`src/rtl/inst_mem_loader_pkg.sv`:
```
// Shared definitions for the instruction-memory loader.
//  - ld_state_t    : loader FSM state encoding
//  - BYTES_PER_WORD: stream bytes packed into one instruction word
//  - DEFAULT_*     : default RAM address width and idle timeout
//  - clamp_len     : maps the LEN byte onto an effective word count
package inst_mem_loader_pkg;

  localparam int BYTES_PER_WORD  = 4;
  localparam int DEFAULT_ADDR_W  = 6;
  localparam int DEFAULT_TIMEOUT = 1000;

  typedef enum logic [2:0] {
    ST_IDLE  = 3'd0,
    ST_LEN   = 3'd1,
    ST_DATA  = 3'd2,
    ST_WRITE = 3'd3,
    ST_CSUM  = 3'd4,
    ST_DONE  = 3'd5
  } ld_state_t;

  // LEN of 0 means "fill the whole RAM"; anything larger than the RAM is
  // clamped so the word address can never wrap.
  function automatic int clamp_len(input logic [7:0] n, input int max_words);
    if (n == 8'd0 || int'(n) > max_words) return max_words;
    return int'(n);
  endfunction

endpackage

```
`src/rtl/inst_mem_loader_timeout.sv`:
```
// Loadable down-counter used as an inter-byte idle watchdog.
// Ports:
//  clk, rst  : clock, asynchronous active-high reset
//  load      : reload the counter to TIMEOUT (an accepted byte / new load)
//  en        : count this cycle (loader waiting for a byte)
//  expired   : high in the TIMEOUT-th consecutive idle counted cycle
module loader_timeout_cnt #(
  parameter int TIMEOUT = 1000
) (
  input  logic clk,
  input  logic rst,
  input  logic load,
  input  logic en,
  output logic expired
);

  localparam int CNT_W = $clog2(TIMEOUT + 1);

  logic [CNT_W-1:0] cnt;

  always_ff @(posedge clk or posedge rst) begin
    if (rst) begin
      cnt <= CNT_W'(TIMEOUT);
    end else if (load) begin
      cnt <= CNT_W'(TIMEOUT);
    end else if (en && cnt != '0) begin
      cnt <= cnt - 1'b1;
    end
  end

  // cnt==1 while counting means TIMEOUT-1 idle cycles already elapsed, so
  // this cycle is the TIMEOUT-th one; the FSM aborts on the coming edge.
  assign expired = en & ~load & (cnt == CNT_W'(1));

endmodule

```
`src/rtl/inst_mem_loader.sv`:
```
// Writer side of the instruction RAM. Packs a byte stream
// (LEN, 4*N data bytes MSB first, XOR checksum) into 32-bit words and writes
// them to consecutive word addresses, holding the fetch logic in reset while
// a load is in progress.
// Ports:
//  clk, rst    : clock, asynchronous active-high reset
//  start       : 1-cycle pulse starting a load (ignored unless idle)
//  byte_in     : stream byte, qualified by byte_valid
//  byte_ready  : loader accepts a byte this cycle
//  mem_we      : 1-cycle RAM write strobe per packed word
//  mem_addr    : RAM word address of the current write
//  mem_wdata   : packed instruction word
//  busy        : load in progress
//  done, err   : load finished / checksum or timeout error; held until start
//  cpu_rst     : reset for fetch/PC logic (rst or busy)
//  word_cnt    : words written in the current/last load
module inst_mem_loader
  import inst_mem_loader_pkg::*;
#(
  parameter int ADDR_W  = DEFAULT_ADDR_W,
  parameter int TIMEOUT = DEFAULT_TIMEOUT
) (
  input  logic              clk,
  input  logic              rst,
  input  logic              start,
  input  logic [7:0]        byte_in,
  input  logic              byte_valid,
  output logic              byte_ready,
  output logic              mem_we,
  output logic [ADDR_W-1:0] mem_addr,
  output logic [31:0]       mem_wdata,
  output logic              busy,
  output logic              done,
  output logic              err,
  output logic              cpu_rst,
  output logic [ADDR_W:0]   word_cnt
);

  localparam int MAX_WORDS = 2 ** ADDR_W;

  ld_state_t       state, state_nx;
  logic [ADDR_W:0] n_words;
  logic [7:0]      csum;
  logic [1:0]      byte_idx;
  logic            accept;
  logic            last_byte;
  logic            last_word;
  logic            tmo_load;
  logic            tmo_en;
  logic            tmo_expired;

  assign accept    = byte_valid & byte_ready;
  assign last_byte = (byte_idx == 2'(BYTES_PER_WORD - 1));
  assign last_word = ((word_cnt + 1'b1) == n_words);
  assign cpu_rst   = rst | busy;

  assign tmo_load = accept | ((state == ST_IDLE) & start);
  assign tmo_en   = byte_ready;

  loader_timeout_cnt #(
    .TIMEOUT (TIMEOUT)
  ) u_tmo (
    .clk     (clk),
    .rst     (rst),
    .load    (tmo_load),
    .en      (tmo_en),
    .expired (tmo_expired)
  );

  always_ff @(posedge clk or posedge rst) begin
    if (rst) state <= ST_IDLE;
    else     state <= state_nx;
  end

  // Output decode depends on state only, so byte_ready never loops back
  // through accept/timeout into itself.
  always_comb begin
    byte_ready = 1'b0;
    busy       = 1'b0;
    mem_we     = 1'b0;
    case (state)
      ST_LEN, ST_DATA, ST_CSUM: begin
        byte_ready = 1'b1;
        busy       = 1'b1;
      end
      ST_WRITE: begin
        busy   = 1'b1;
        mem_we = 1'b1;
      end
      default: ;
    endcase
  end

  always_comb begin
    state_nx = state;
    case (state)
      ST_IDLE:  if (start) state_nx = ST_LEN;
      ST_LEN: begin
        if (tmo_expired) state_nx = ST_IDLE;
        else if (accept) state_nx = ST_DATA;
      end
      ST_DATA: begin
        if (tmo_expired)            state_nx = ST_IDLE;
        else if (accept && last_byte) state_nx = ST_WRITE;
      end
      ST_WRITE: state_nx = last_word ? ST_CSUM : ST_DATA;
      ST_CSUM: begin
        if (tmo_expired) state_nx = ST_IDLE;
        else if (accept) state_nx = ST_DONE;
      end
      ST_DONE:  state_nx = ST_IDLE;
      default:  state_nx = ST_IDLE;
    endcase
  end

  always_ff @(posedge clk or posedge rst) begin
    if (rst) begin
      n_words   <= '0;
      csum      <= '0;
      byte_idx  <= '0;
      mem_wdata <= '0;
      mem_addr  <= '0;
      word_cnt  <= '0;
      done      <= 1'b0;
      err       <= 1'b0;
    end else begin
      // Timeout abort: already-written words stay in RAM.
      if (tmo_expired) begin
        err  <= 1'b1;
        done <= 1'b1;
      end
      case (state)
        ST_IDLE: begin
          if (start) begin
            done     <= 1'b0;
            err      <= 1'b0;
            word_cnt <= '0;
            csum     <= '0;
            byte_idx <= '0;
            mem_addr <= '0;
          end
        end
        ST_LEN: begin
          if (accept) n_words <= (ADDR_W + 1)'(clamp_len(byte_in, MAX_WORDS));
        end
        ST_DATA: begin
          if (accept) begin
            mem_wdata <= {mem_wdata[23:0], byte_in};
            csum      <= csum ^ byte_in;
            byte_idx  <= byte_idx + 1'b1;
          end
        end
        ST_WRITE: begin
          word_cnt <= word_cnt + 1'b1;
          // Address holds on the final word so it never wraps past the top.
          if (!last_word) mem_addr <= mem_addr + 1'b1;
        end
        ST_CSUM: begin
          if (accept) begin
            err  <= (byte_in != csum);
            done <= 1'b1;
          end
        end
        default: ;
      endcase
    end
  end

endmodule

```
`config.mk`:
```
export PLATFORM = sky130hd
export DESIGN_NAME = inst_mem_loader
export DESIGN_NICKNAME = d
export VERILOG_FILES = /design/src/rtl/inst_mem_loader_pkg.sv /design/src/rtl/inst_mem_loader_timeout.sv /design/src/rtl/inst_mem_loader.sv
export SDC_FILE = /design/constraint.sdc
export NUM_CORES = 1
export LEC_CHECK = 0
export CAP_MARGIN = 15
export CORE_ASPECT_RATIO = 1.2
export CORE_MARGIN = 4
export CORE_UTILIZATION = 53
export DETAILED_ROUTE_END_ITERATION = 8
export GPL_TIMING_DRIVEN = 0
export HOLD_SLACK_MARGIN = 0.08
export PLACE_DENSITY_LB_ADDON = 0.1
export SLEW_MARGIN = 40
export SYNTH_ARGS = -nofsm -noshare
export SYNTH_HDL_FRONTEND = slang
export SYNTH_SLANG_ARGS = --single-unit
```
`constraint.sdc`:
```
create_clock -name clk -period 2.9 [get_ports clk]
set_input_delay 0.29 -clock clk [delete_from_list [all_inputs] [get_ports clk]]
set_output_delay 0.29 -clock clk [all_outputs]
set_load 0.01 [all_outputs]
```
# After elaboration in Yosys (flattened, before gate mapping)
# Index checks and enable logic that the tools add are counted.
dict set report totals {
  ff_bits 77
  input_bits 12
  output_inout_bits 51
  word_cells 92
}
dict set report op_classes {
  addsub 4
  n_lt_le_gt_ge 1
  eq_ne 14
  muxes 38
  n_bitwise 8
  n_reduce_logical 17
}
# op n
set ops {}
lappend ops {{$mux 3} 8}
lappend ops {{$mux 7} 3}
lappend ops {{$mux 10} 2}
lappend ops {{$mux 8} 2}
lappend ops {{$pmux 8 s2} 1}
lappend ops {{$pmux 3 s5} 1}
lappend ops {{$pmux 7 s2} 1}
lappend ops {{$mux 1} 12}
lappend ops {{$mux 6} 2}
lappend ops {{$pmux 6 s2} 1}
lappend ops {{$eq 10x1->1 const B} 1}
lappend ops {{$reduce_bool 10->1} 1}
lappend ops {{$sub 10x1->10 const B} 1}
lappend ops {{$ne 3x3->1 const B} 3}
lappend ops {{$gt 8x7->1 const B} 1}
lappend ops {{$logic_not 8->1} 1}
lappend ops {{$ne 8x8->1} 1}
lappend ops {{$xor 8x8->8} 1}
lappend ops {{$add 7x1->7 const B} 1}
lappend ops {{$eq 7x7->1} 1}
lappend ops {{$add 6x1->6 const B} 1}
lappend ops {{$eq 3x2->1 const B} 2}
lappend ops {{$ne 2x2->1 const B} 3}
lappend ops {{$reduce_and 2->1} 3}
lappend ops {{other kinds (18)} 28}

# Longest topological paths before layout
dict set report depth {
  word_depth 11
  ltp_mapped 10
  mapped_depth_nobuf 7
}

# Cells and area by module
# Synthesis repeated with hierarchy kept, for this count alone.
dict set report unflattened {
  hier_cells 430
  hier_area_um2 3916.3
}
# mod instances cells_each area_per_inst_um2 seq_area_each_um2
set by_module_without_submodules {}
lappend by_module_without_submodules {inst_mem_loader 1 359 3243.1 1676.6}
lappend by_module_without_submodules {loader_timeout_cnt 1 71 673.1 257.7}

# Worst setup path after synthesis
# Ideal clock, no wire load.
dict set report synth_timing {
  path_kind {flip-flop to flip-flop}
  from {register word_cnt[0]}
  to {register mem_addr[5]}
  setup_time_ps 95
  arrival_time_ps 1877
  required_time_ps 2805
  path_slack_ps 927
  path_stages_with_launch 8
  path_buffers 0
  period_less_slack_ps 1973
  cell_sequence {dfrtp_1 > ha_1 > and4_2 > a21oi_1 > o2111ai_1 > a2111oi_4 > o211ai_1 > o31ai_1}
}
dict set report synth_via {
  elab_chain_len 4
}
# element line_no
set synth_lines {}
lappend synth_lines {{start, declared} inst_mem_loader.sv:36} ;# output logic [ADDR_W:0] word_cnt
lappend synth_lines {{start signal, assigned} inst_mem_loader.sv:154} ;# word_cnt <= word_cnt + 1'b1;
lappend synth_lines {{$add 7x1->7} inst_mem_loader.sv:54} ;# assign last_word = ((word_cnt + 1'b1) == n_words);
lappend synth_lines {{$eq 7x7->1} inst_mem_loader.sv:54}
lappend synth_lines {{$ne 2x2->1 (no source line)} --}
lappend synth_lines {{$reduce_and 3->1 (no source line)} --}
lappend synth_lines {{end signal, assigned} inst_mem_loader.sv:156} ;# if (!last_word) mem_addr <= mem_addr + 1'b1;
lappend synth_lines {{end, declared} inst_mem_loader.sv:30} ;# output logic [ADDR_W-1:0] mem_addr,
# Every way passes these cells.
# A chain may end at the register's enable or synchronous reset.

# Worst setup path after layout
dict set report layout_timing {
  from {register state[1]}
  to {output mem_we}
}
dict set report layout_via {
  elab_chain_len 2
}
# element line_no
set layout_lines {}
lappend layout_lines {{start, declared} inst_mem_loader.sv:41} ;# ld_state_t state, state_nx;
lappend layout_lines {{start signal, assigned} inst_mem_loader.sv:72} ;# else state <= state_nx;
lappend layout_lines {{$eq 3x2->1} inst_mem_loader.sv:81} ;# case (state)
lappend layout_lines {{$mux 1} inst_mem_loader.sv:81}
lappend layout_lines {{end, declared} inst_mem_loader.sv:29} ;# output logic mem_we,
# Every way passes these cells.

==> results.toml <==
[clocking]
clockRootBuffer = "clkbuf_8"
max-clock-path-buffers = 2
cts_buffers = 9
postCtsResizedCells = 0
cts.clk_slew.worst_paths_ns = 0.08
cts_tree = "built"
htree_num_levels = 3
cts.sinks = 77
cts_setup_buffers = 0
insertion_delay_ns = 0.35
holdBufCountCts = 0

[sta]
final_min_period_over_clock_period = 0.9077
worst_slew_margin_rel = 0.6154
worst_pin_slew_ns = 0.5726
post-route-min-period_ns = 2.632
fin_tns_setup_ns = 0
number_of_slew_limit_violations_in_the_final_report = 0
fin_worst_skew_ns = 0.009532
achievable_clock_frequency_mhz = 379.9
report.final.setup_viol = 0
rsz0062_at_grt = "false"
final_hold_viol_count = 0

[yosys]
synth_cells = 399
mappedNetlistNets = 417
ys_dominant_reg_cell = "dfrtp_1"
synthesis.yosys.warnings = 0
synth_area_leader_cell = "dfrtp_1"
post-synth-top-count-cell = "nand2_1"
synthTopCellsByArea = "dfrtp_1 47%, nand2_1 12%, xor2_1 5.1%, o21ai_0 5.1%, dfstp_2 4.2%"
yosys.area.top_type_share = 0.4741
synthesis.area_per_instance_um2 = 9.392
netlist-cell-type-count = 53
synth_area_um2 = 3747
async_flop_share = 1.000
synth_enable_flop_cells = 0
synth.top_cells.by_count = "118 x nand2_1, 71 x dfrtp_1, 38 x o21ai_0"
number_of_storage_elements_in_the_synthesis_netlist = 77
synth.yosys.seq_area_share = 0.5162

[setup_path]
path_class = "reg2out"
top_cell_by_count_worst_path = "buf_2"
critical-path-max-stage-delay_ns = 0.57
crit-reg2reg-launch = "word_cnt[0]"
slowest_stage = "clkdlybuf4s50_1"
r2r.worst_path.cells = 7
timing.critical_path.to_type = "output pin"
timing.critical_path.cells = "buf_2 > inv_1 > nor2_1 > nand2_1 > buf_2 > inv_1 > buf_2 > clkdlybuf4s50_1"
regToRegSetupSlack_ns = 0.67
worst_path_dominant_cell_family = "buffers and inverters"
timing.critical_path.required_ns = 2.61
cp_max_fanout = 10
startpoint_kind_of_the_worst_setup_timing_path = "flip-flop"
critPathBufInv = 6
critPathArrivalTime_ns = 2.34
setup.worst_path.start = "state[1]"
critical_path.reg2reg.endpoint = "mem_addr[5]"

[grt]
vias_in_the_first_global_route = 3050
grt_antenna_before_repair = 0
groute.usage.overall = 0.2077
grt_overflow = 0
grt_start_max_net_pins = 46
global_route_wire_length_before_repair_mm = 14.30

[placement]
gp_congestion = 0.7914
post_dp_cell_area_um2 = 4509
count_of_buffers_inserted_at_the_top_level_ports = 62
hpwl_mm = 5.984
dp.cells = 549

[routing]
drt_iter0_markers = 104
drtAntennaViolNets = 0
drc = 0
detail_route.wl_per_cell_um = 14.87
num_vias = 3102
vias_per_cell = 5.490
detailedRoute.firstPassIterationCount = 4
finalWirelength_mm = 8.404

[flow_run]
max_cap_violations = 0

[finish]
final_layout_size_suffix_gt1_frac = 0.09623
seq_area_um2 = 1934
syn_to_final_growth_pct = 25.24
multi_input_comb_area_um2 = 1684
final-instance-count-excl-fill = 565
layout.nets = 491
antenna-diode-count = 0
postLayoutCellArea_um2 = 4693
fillerInstances = 582

[pwr]
power.ir.vdd_worst_mv = 0.6000
power_leakage_nw = 2.162
power_density_nw_per_um2 = 931.6
finalPower_mw = 4.372

[worst_hold_path]
hold_wc_path_type = "in2async"

[die]
initial_cell_density_of_the_core = 0.5467
die-area_um2 = 8485
dieWidth_um = 84.76
core_region_area_um2 = 6854
die-height_um = 100.1
fp-row-count = 33
ios = 63

[status]
outcome = "finished clean"
-- routing by layer --
layer / part of all wire / track usage / wire [um] / up-vias
met5: 0 / 0 / 0 / -
met4: 0.017 / 0.06821 / 147 / 0
met3: 0.049 / 0.05337 / 414 / 13
met2: 0.50 / 0.3472 / 4169 / 68
met1: 0.44 / 0.2645 / 3672 / 1523
li1: - / - / - / 1498
-- stage by stage --
step                utilization  hold WS, ns  setup slack [ns]
global route             0.6847       0.3352            0.1253
detailed placement       0.6579       0.4636            0.4434
finish                   0.6847       0.3032            0.2676
floorplan                     -       0.4084            0.6533
CTS                      0.6847       0.3013            0.2531
global placement         0.6532       0.4585           -0.6197
-- cell type report --
type / count / share of cell area
Clock buffer: 10 / 0.02933
Timing Repair Buffer: 63 / 0.1381
Inverter: 9 / 0.008264
Clock inverter: 6 / 0.009864
Buffer: 17 / 0.02026
Tap cell: 87 / 0.02319
Multi-Input combinational cell: 296 / 0.3588
Sequential cell: 77 / 0.4122
-- power by group --
part	switching (mW)	internal, mW
clock	0.410	0.340
combinational	0.988	0.885
sequential	0.303	1.45
total	1.70	2.67
-- cell families after synthesis --
family	after synthesis	synth area share
xor gates and xnor gates	29	0.06778
adders and majority gates	6	0.02003
AOI/OAI and AO/OA	66	0.1139
muxes	3	0.008347
DFF	77	0.5162
and+or+nand+nor	192	0.2394
buffers and inverters	26	0.03439
-- sequential cells by signal, indices dropped and copies added, names as in the netlist --
register	count
csum	8
state	3
mem_wdata	32
err	1
word_cnt	7
n_words	7
byte_idx	2
done	1
u_tmo.cnt	10
mem_addr	6
-- worst max-delay path by stage --
stage                              to  cells past startpoint
final                          mem_we                      8
after global routing           mem_we                      8
after CTS                      mem_we                      8
after detailed placement   n_words[4]                      6
after global placement        csum[1]                      2
after floorplan           byte_idx[0]                      1
-- layout by cell type (no fill, tap or decap), drive strengths merged, types with 3 or more instances in the layout --
cell           netlist  layout
nand2              118     118
dfrtp               71      71
clkdlybuf4s50        0      62
o21ai               40      40
nor2                24      24
clkbuf              13      23
xor2                22      22
nand3               12      12
inv                  9      11
xnor2                7       7
a22o                 7       7
ha                   6       6
dfstp                6       6
nor3                 5       5
buf                  4       5
and3                 5       5
nand3b               4       4
nor4                 4       4
nand4b               4       4
and2                 3       3
a21oi                3       3
or4                  3       3
(Power assumes the default switching activity.)
